## config.mk

```make
export PLATFORM = sky130hd
export DESIGN_NAME = cordic_result_post_process
export DESIGN_NICKNAME = d
export VERILOG_FILES = /design/src/rtl/package_settings.sv /design/src/rtl/cordic_result_fifo.sv /design/src/rtl/cordic_result_post_process.sv
export SDC_FILE = /design/constraint.sdc
export NUM_CORES = 1
export LEC_CHECK = 0
export CORE_ASPECT_RATIO = 0.8
export CORE_MARGIN = 2
export CORE_UTILIZATION = 58
export CTS_BUF_LIST = sky130_fd_sc_hd__clkbuf_8
export DETAILED_ROUTE_END_ITERATION = 8
export PLACE_DENSITY = 0.9
export RECOVER_POWER = 100
export SYNTH_ARGS = -nofsm -noshare
export SYNTH_HDL_FRONTEND = slang
export SYNTH_SLANG_ARGS = --single-unit
```

## constraint.sdc

```tcl
create_clock -name clk -period 6.9 [get_ports clk]
set_clock_uncertainty 0.05 [all_clocks]
set_input_delay 2.07 -clock clk [delete_from_list [all_inputs] [get_ports clk]]
set_output_delay 2.07 -clock clk [all_outputs]
set_load 0.02 [all_outputs]
```

## src/rtl/package_settings.sv

```systemverilog
// package_settings: shared CORDIC datapath width, gain-compensation constants and result bundle type.
package package_settings;
  localparam int FULL_SIZE = 16;
  localparam int CORDIC_GAIN_COMP = 19898;
  localparam int CORDIC_GAIN_FRAC_BITS = 15;
  typedef struct packed {
    logic signed [FULL_SIZE-1:0] magnitude;
    logic signed [FULL_SIZE-1:0] residual_q;
    logic signed [FULL_SIZE-1:0] phase;
  } cordic_result_t;
endpackage

```

## src/rtl/cordic_result_fifo.sv

```systemverilog
// cordic_result_fifo: first-word-fall-through FIFO of CORDIC results with occupancy level.
module cordic_result_fifo
  import package_settings::*;
#(
  parameter int DEPTH = 4
) (
  input  logic                     clk,
  input  logic                     reset,
  input  logic                     wr_en,
  input  cordic_result_t           wr_data,
  input  logic                     rd_en,
  output cordic_result_t           rd_data,
  output logic                     empty,
  output logic                     full,
  output logic [$clog2(DEPTH):0]   level
);
  localparam int AW = $clog2(DEPTH);
  cordic_result_t mem [DEPTH];
  logic [AW-1:0] wr_ptr, rd_ptr;
  logic do_wr, do_rd;
  assign empty = level == '0;
  assign full = level == (AW+1)'(DEPTH);
  assign do_rd = rd_en && !empty;
  // a full FIFO still accepts a write when the head leaves on the same edge
  assign do_wr = wr_en && (!full || do_rd);
  assign rd_data = mem[rd_ptr];
  always_ff @(posedge clk)
    if (do_wr) mem[wr_ptr] <= wr_data;
  always_ff @(posedge clk or posedge reset)
    if (reset) begin
      wr_ptr <= '0;
      rd_ptr <= '0;
      level <= '0;
    end else begin
      wr_ptr <= wr_ptr + AW'(do_wr);
      rd_ptr <= rd_ptr + AW'(do_rd);
      level <= level + (AW+1)'(do_wr) - (AW+1)'(do_rd);
    end
endmodule

```

## src/rtl/cordic_result_post_process.sv

```systemverilog
// cordic_result_post_process: removes CORDIC gain from I, then buffers results for a valid/ready consumer.
module cordic_result_post_process
  import package_settings::*;
#(
  parameter int FIFO_DEPTH = 4,
  parameter int GAIN_COMP = CORDIC_GAIN_COMP,
  parameter int GAIN_FRAC_BITS = CORDIC_GAIN_FRAC_BITS
) (
  input  logic                           clk,
  input  logic                           reset,
  input  logic signed [FULL_SIZE-1:0]    in_data_i,
  input  logic signed [FULL_SIZE-1:0]    in_data_q,
  input  logic signed [FULL_SIZE-1:0]    in_data_theta,
  input  logic                           in_valid,
  input  logic                           out_ready,
  input  logic                           clear_overflow,
  output logic signed [FULL_SIZE-1:0]    out_magnitude,
  output logic signed [FULL_SIZE-1:0]    out_residual_q,
  output logic signed [FULL_SIZE-1:0]    out_phase,
  output logic                           out_valid,
  output logic [$clog2(FIFO_DEPTH):0]    fifo_level,
  output logic                           overflow
);
  localparam int PW = FULL_SIZE + 18;
  localparam logic signed [PW-1:0] GAIN = PW'(GAIN_COMP);
  localparam logic signed [PW-1:0] HALF = PW'(2 ** (GAIN_FRAC_BITS - 1));
  localparam logic signed [PW-1:0] MAX_V = {{(PW-FULL_SIZE+1){1'b0}}, {(FULL_SIZE-1){1'b1}}};
  localparam logic signed [PW-1:0] MIN_V = ~MAX_V;
  logic signed [PW-1:0] prod, shifted;
  logic signed [FULL_SIZE-1:0] s1_q, s1_theta, sat;
  logic s1_valid, s2_valid, empty, full, rd;
  cordic_result_t s2_data, head;
  assign shifted = (prod + HALF) >>> GAIN_FRAC_BITS;
  assign sat = shifted > MAX_V ? MAX_V[FULL_SIZE-1:0] :
               shifted < MIN_V ? MIN_V[FULL_SIZE-1:0] : shifted[FULL_SIZE-1:0];
  always_ff @(posedge clk or posedge reset)
    if (reset) begin
      s1_valid <= 1'b0;
      prod <= '0;
      s1_q <= '0;
      s1_theta <= '0;
      s2_valid <= 1'b0;
      s2_data <= '0;
    end else begin
      s1_valid <= in_valid;
      prod <= PW'(in_data_i) * GAIN;
      s1_q <= in_data_q;
      s1_theta <= in_data_theta;
      s2_valid <= s1_valid;
      s2_data <= '{magnitude: sat, residual_q: s1_q, phase: s1_theta};
    end
  assign rd = out_ready && !empty;
  always_ff @(posedge clk or posedge reset)
    if (reset) overflow <= 1'b0;
    else if (s2_valid && full && !rd) overflow <= 1'b1;
    else if (clear_overflow) overflow <= 1'b0;
  cordic_result_fifo #(.DEPTH(FIFO_DEPTH)) fifo (
    .clk(clk),
    .reset(reset),
    .wr_en(s2_valid),
    .wr_data(s2_data),
    .rd_en(rd),
    .rd_data(head),
    .empty(empty),
    .full(full),
    .level(fifo_level)
  );
  assign out_valid = !empty;
  assign out_magnitude = out_valid ? head.magnitude : '0;
  assign out_residual_q = out_valid ? head.residual_q : '0;
  assign out_phase = out_valid ? head.phase : '0;
endmodule

```

==> results of run 1 <==
==> cell type report <==
cell class / count / area, µm² / share of cell area
sequential: 300 / 8470 / 0.450
multi-input combinational: 539 / 6440 / 0.342
timing repair buffer: 220 / 1890 / 0.100
inverter: 199 / 748 / 0.0397
clock buffer: 50 / 688 / 0.0366
tap: 357 / 447 / 0.0237
clock inverter: 28 / 144 / 0.00764
antenna: 1 / 2.50 / 0.000133
==> kinds of logic after synthesis <==
group	share of synthesized area
flip-flops	0.541
AND/OR/NAND/NOR	0.0585
multiplexers	0.0690
XOR/XNOR	0.0190
adder cells (fa/ha/maj)	0.221
buffers and inverters	0.0548
AO/OA/AOI/OAI	0.0372
==> worst max-delay path: cells and delay by family <==
| family | cells | cell delay [ns] |
|---|---|---|
| buffers and inverters | 6 | 0.71 |
| AND/OR/NAND/NOR | 1 | 0.09 |
| adder cells (fa/ha/maj) | 7 | 3.25 |
| AO/OA/AOI/OAI | 5 | 0.96 |
==> path summary, 6_finish.rpt <==
kind	startpoint	slack, ns	end	cells after the start
setup / recovery	in_data_i[9]	0.16	prod[30]$_DFF_PP0_	19
hold / removal	s1_q[14]$_DFF_PP0_	0.30	s2_data[30]$_DFF_PP0_	0
setup reg to reg	fifo.level[2]$_DFF_PP0_	2.33	fifo.mem[2][32]$_DFFE_PP_	5
hold reg to reg	s1_q[14]$_DFF_PP0_	0.30	s2_data[30]$_DFF_PP0_	0
max in group asynchronous	reset	1.84	s1_theta[6]$_DFF_PP0_	3
min in group asynchronous	reset	2.92	s2_data[16]$_DFF_PP0_	2
==> metrics by stage <==
step           hold WS, ns  setup TNS [ns]  utilization  setup WS, ns  std cells
3_3_place_gp         0.282           -9.01        0.679        -0.644       1614
2_1_floorplan        0.281               0            -         0.115       1061
6_report             0.296               0        0.713         0.163       1694
5_1_grt              0.303          -0.162        0.713       -0.0482       1694
4_1_cts              0.298               0        0.713       0.00963       1693
3_5_place_dp         0.285          -10.24        0.679        -0.775       1614
==> Yosys cell counts, types with 3 or more instances <==
library cell,instances,area share
a21o_1,5,0.0024
mux4_2,48,0.069
nand2_1,30,0.0072
dfrtp_1,108,0.17
clkbuf_1,10,0.0024
nor2_1,21,0.0050
inv_1,199,0.048
buf_2,7,0.0022
a21oi_1,27,0.0086
edfxtp_1,192,0.37
xnor2_1,18,0.010
nor3_1,7,0.0022
and3_1,3,0.0012
nand4_1,9,0.0036
nand3_1,10,0.0032
o21a_1,5,0.0024
nor2b_1,56,0.022
nand2b_1,3,0.0012
o21ai_2,10,0.0056
a31oi_1,3,0.0012
xor2_1,16,0.0089
buf_1,3,0.00072
o21ai_0,16,0.0051
ha_1,105,0.084
o211ai_1,3,0.0014
fa_1,107,0.14
==> state kept, by name (all words and copies together) (netlist names) <==
| signal | cells |
|---|---|
| s1_valid | 1 |
| s1_theta | 16 |
| overflow | 1 |
| prod | 18 |
| s2_valid | 1 |
| fifo.mem | 192 |
| fifo.wr_ptr | 2 |
| fifo.rd_ptr | 2 |
| s2_data | 48 |
| fifo.level | 3 |
| s1_q | 16 |
==> per-layer routing <==
layer	part of all wire	up-vias
met2	0.50	308
met5	0.00033	-
met4	0.021	2
met1	0.42	4636
li1	-	4120
met3	0.061	59
==> what timing repair did <==
item | 4_1_cts | 5_1_grt
setup buffers | 1 | 0
setup endpoints to repair | 11 | 17
resized for setup | 18 | 26
pin swaps | 7 | 6
==> impl_metrics.ini, run 1 <==
[synthesis]
ys_async_sr_fraction = 0.360
synth_area_mm2 = 0.0157
syn_avg_cell_area_um2 = 14.8
syn_inst = 1061
synth_seq_area_share = 0.541
ys.warnings.count = 0
synth-edff-count = 192
synth.distinct_cells = 57
synth_ff_type = edfxtp_1
ys_seq_elements = 300
synth_nets = 1326

[placed_design]
postPlaceCellArea_mm2 = 0.0179
place_congestion = 0.963
portBuffers = 105
dpl.hpwl_um = 24300

[cts]
clkLatencyLatePin_ns = 0.53
cts_max_path_buffers = 3
tritoncts = built
cts_root_buf = clkbuf_8
htreeDepth = 2
cts.sinks = 300
numCtsBuffers = 43
cts.clk_slew.worst_paths_ns = 0.06
postCtsHoldBufs = 0

[flow_run]
drv_cap = 8

[sta]
grt_setup_unrepaired = true
max_slew.worst_pin.slew_ns = 3.37
achievable-frequency_mhz = 148
setup_viol = 0
fin_crit_sh = 0.976
maxSlewViolCount = 308
maxSlewHeadroom = -1.26
post-route-min-period_ns = 6.74
hold_violations = 0

[routing]
antenna_left = 0
first_iter_violations = 666
drc = 0
drt_first_pass_iters = 5
route.vias.total = 9125
wl_per_cell_um = 19.6
finalWirelength_um = 33100
viasPerCell = 5.39

[setup_path]
timing.critical_path.mode_cell = fa_1
path_max_fanout = 5
crit_chain = dlygate4sd2_1, ha_4, inv_1, fa_1, inv_1, fa_1, fa_1, fa_1, inv_1, fa_1, inv_1, ha_1, a21oi_2, nor2_1, a2111oi_4, a21oi_1, buf_4, o211ai_1, a31oi_1
start_kind = input port
critPathRequiredTime_ns = 7.25
cpMaxStageDelayCell = fa_1
crit_type = in2reg
critPathCaptureType = register
cp.arrival_ns = 7.08
slowest_delay_ns = 0.56

[floorplanning]
boundaryPins = 106
start_util = 0.593
die_y_um = 151
fp.dieW_um = 188
die_area_mm2 = 0.0283
core_area_mm2 = 0.0264
rows = 53

[cells_and_area]
final_common_cell = inv_1
drive_above_1_share = 0.194
synthToLayoutAreaGrowth_pct = 20.2
fin_area_mm2 = 0.0188
final_cell_mix = inv_1 (211), edfxtp_1 (192), buf_4 (108)
final_nets = 1568
nFillCells = 1642

[global_route]
grt-ovfl-total = 0
grt.met3_usage = 0.0433
antenna_found_initial = 2
grt_usage = 0.248
grt_first_pass_wirelength_um = 53700
grt_pass1_vias = 9967
grt_use_met2 = 0.418
top_usage_layer = met2
grt_max_degree = 78
use_met1 = 0.341

[status]
outcome = finished with violations
violations = max-capacitance violations, max-slew violations

[worst_hold_path]
hold_class = reg2reg
Power of run 1 is not shown: default switching activity piles up to over one toggle a cycle in this logic, so the estimate is an artifact.
==> run 2, diff against run 1 <==
ABC_AREA = 1   (was not set)
CTS_BUF_LIST = sky130_fd_sc_hd__clkbuf_16   (was sky130_fd_sc_hd__clkbuf_8)
PLACE_DENSITY = 0.89   (was 0.9)
==> impl_metrics.ini, run 2 <==
[global_route]
top_usage_layer = met2
antenna_found_initial = 0
grt_first_pass_wirelength_um = 60300
grt_use_met2 = 0.442
use_met1 = 0.364
grt-ovfl-total = 0
grt.met3_usage = 0.0466
grt_pass1_vias = 11800
grt_usage = 0.263
grt_max_degree = 98

[routing]
antenna_left = 0
viasPerCell = 5.38
drc = 0
wl_per_cell_um = 18.0
first_iter_violations = 1139
drt_first_pass_iters = 6
finalWirelength_um = 37500
route.vias.total = 11200

[cts]
htreeDepth = 1
clkLatencyLatePin_ns = 0.53
tritoncts = built
cts.clk_slew.worst_paths_ns = 0.07
cts_root_buf = clkbuf_16
cts_max_path_buffers = 3
cts_setup_buffers = 0
cts.sinks = 300
numCtsBuffers = 26

[setup_path]
slowest_delay_ns = 0.60
path_buf_inv = 5
critPathCaptureType = register
r2r_end = fifo.mem[0][21]$_DFFE_PP_
start_kind = input port
cp_num_cells = 19
rr_worst_depth = 5
path_max_fanout = 4
critPathRequiredTime_ns = 7.30
cp.arrival_ns = 7.13
r2r_start = fifo.level[1]$_DFF_PP0_
regToRegSetupSlack_ns = 2.85
cpMaxStageDelayCell = fa_1
timing.critical_path.mode_cell = fa_1
crit_type = in2reg
crit_chain = clkdlybuf4s50_1, buf_4, ha_1, fa_1, fa_1, fa_1, fa_1, inv_1, fa_1, inv_1, ha_1, nand2_1, inv_1, nand2_1, nor3_1, nand3b_1, nand3_1, nand2_1, nand2_1
cp_top_family = adder cells

[synthesis]
syn_inst = 1509
ys_seq_elements = 300
synth_seq_area_share = 0.520
ys.warnings.count = 0
synth_ff_type = edfxtp_1
syn_avg_cell_area_um2 = 10.8
synth.top_cell.area_share = 0.354
synth-edff-count = 192
synth_area_mm2 = 0.0163
yosysMostFrequentCell = inv_1
synth_commonest_cells = inv_1 (261), nor2_1 (236), edfxtp_1 (192)
synth_area_leaders = edfxtp_1 (35%), dfrtp_1 (17%), fa_1 (13%), ha_1 (8.1%), inv_1 (6.0%)
synth_nets = 1774
yosys.area.top_type = edfxtp_1
ys_async_sr_fraction = 0.360
synth.distinct_cells = 37

[floorplanning]
start_util = 0.593
die_y_um = 154
core_area_mm2 = 0.0274
boundaryPins = 106
die_area_mm2 = 0.0294
rows = 54
fp.dieW_um = 191

[worst_hold_path]
whs_endpoint = s2_data[10]$_DFF_PP0_
hold_class = reg2reg
hold_depth = 0
worstHoldStart = s1_theta[10]$_DFF_PP0_

[sta]
maxSlewViolCount = 408
achievable-frequency_mhz = 149
grt_setup_unrepaired = true
hold_violations = 0
fin_crit_sh = 0.975
maxSlewHeadroom = -1.20
post-route-min-period_ns = 6.73
setup_viol = 0
hold_ws_ns = 0.297
max_slew.worst_pin.slew_ns = 3.28

[placed_design]
place_congestion = 0.955
portBuffers = 105
dpl.hpwl_um = 25600

[flow_run]
drv_cap = 7

[cells_and_area]
antenna_cells = 0
final_common_cell = inv_1
final_nets = 1961
utilization = 0.696
reg_top3 = fifo.mem (192), s2_data (48), prod (18)
largest_reg_flops = 192
synthToLayoutAreaGrowth_pct = 17.3
drive_above_1_share = 0.0892
final_cell_mix = inv_1 (269), nor2_1 (232), edfxtp_1 (192)
regMostFlops = fifo.mem

[status]
outcome = finished with violations
violations = max-capacitance violations, max-slew violations
==> run 2: worst register-to-register path, stage by stage, from the launching register on <==
cell and delay (ns):
dfrtp_1 0.45, nor2_1 0.11, a31oi_1 0.33, inv_1 0.17, nor3_1 0.16, clkbuf_1 2.29
==> run 2: metal layers <==
metal,vias to the layer above,part of all wire
met2,487,0.48
met1,5437,0.42
li1,5190,-
met4,0,0.021
met3,75,0.075
met5,-,0
==> run 2: worst max path at each step <==
stage | to | startpoint | slack (ns)
floorplan | prod[32]$_DFF_PP0_ | in_data_i[10] | 0.57
global placement | prod[24]$_DFF_PP0_ | in_data_i[12] | -0.30
detailed placement | prod[32]$_DFF_PP0_ | in_data_i[10] | -0.33
CTS | prod[32]$_DFF_PP0_ | in_data_i[10] | 0.20
global route | prod[27]$_DFF_PP0_ | in_data_i[11] | -0.003
finish | prod[24]$_DFF_PP0_ | in_data_i[14] | 0.17
==> run 2: area by class of cell <==
| cell class | instances | area, µm² |
|---|---|---|
| clock buffers | 27 | 676 |
| clock inverters | 21 | 120 |
| fillers | 1905 | 8340 |
| inverters | 263 | 988 |
| multi-input cells | 907 | 6660 |
| flip-flops and latches | 300 | 8470 |
| well taps | 364 | 455 |
| repair buffers | 198 | 1730 |
==> run 2: logic make-up (layout without fill, tap and decap cells) <==
family	Yosys count	in the layout	share of synthesized area
xor+xnor	24	24	0.0134
fa+ha+maj	212	212	0.212
buf+inv	302	509	0.0714
compound gates	197	197	0.0620
simple gates	474	474	0.121
flops	300	300	0.520
==> run 2: timing repair <==
action,4_1_cts,5_1_grt
hold buffers,0,0
endpoints found under the setup margin,0,6
resized for setup,0,15
==> run 2: per-stage QoR <==
step                cell area, µm²  setup TNS, ns  cells  setup WS (ns)
global placement             18300          -3.18   2032         -0.297
floorplan                    16300              0   1509          0.567
finish                       19100              0   2080          0.173
detailed placement           18300          -4.56   2032         -0.332
CTS                          19100              0   2080          0.197
global route                 19100       -0.00494   2080       -0.00281
Power of run 2 is left out for the same reason.
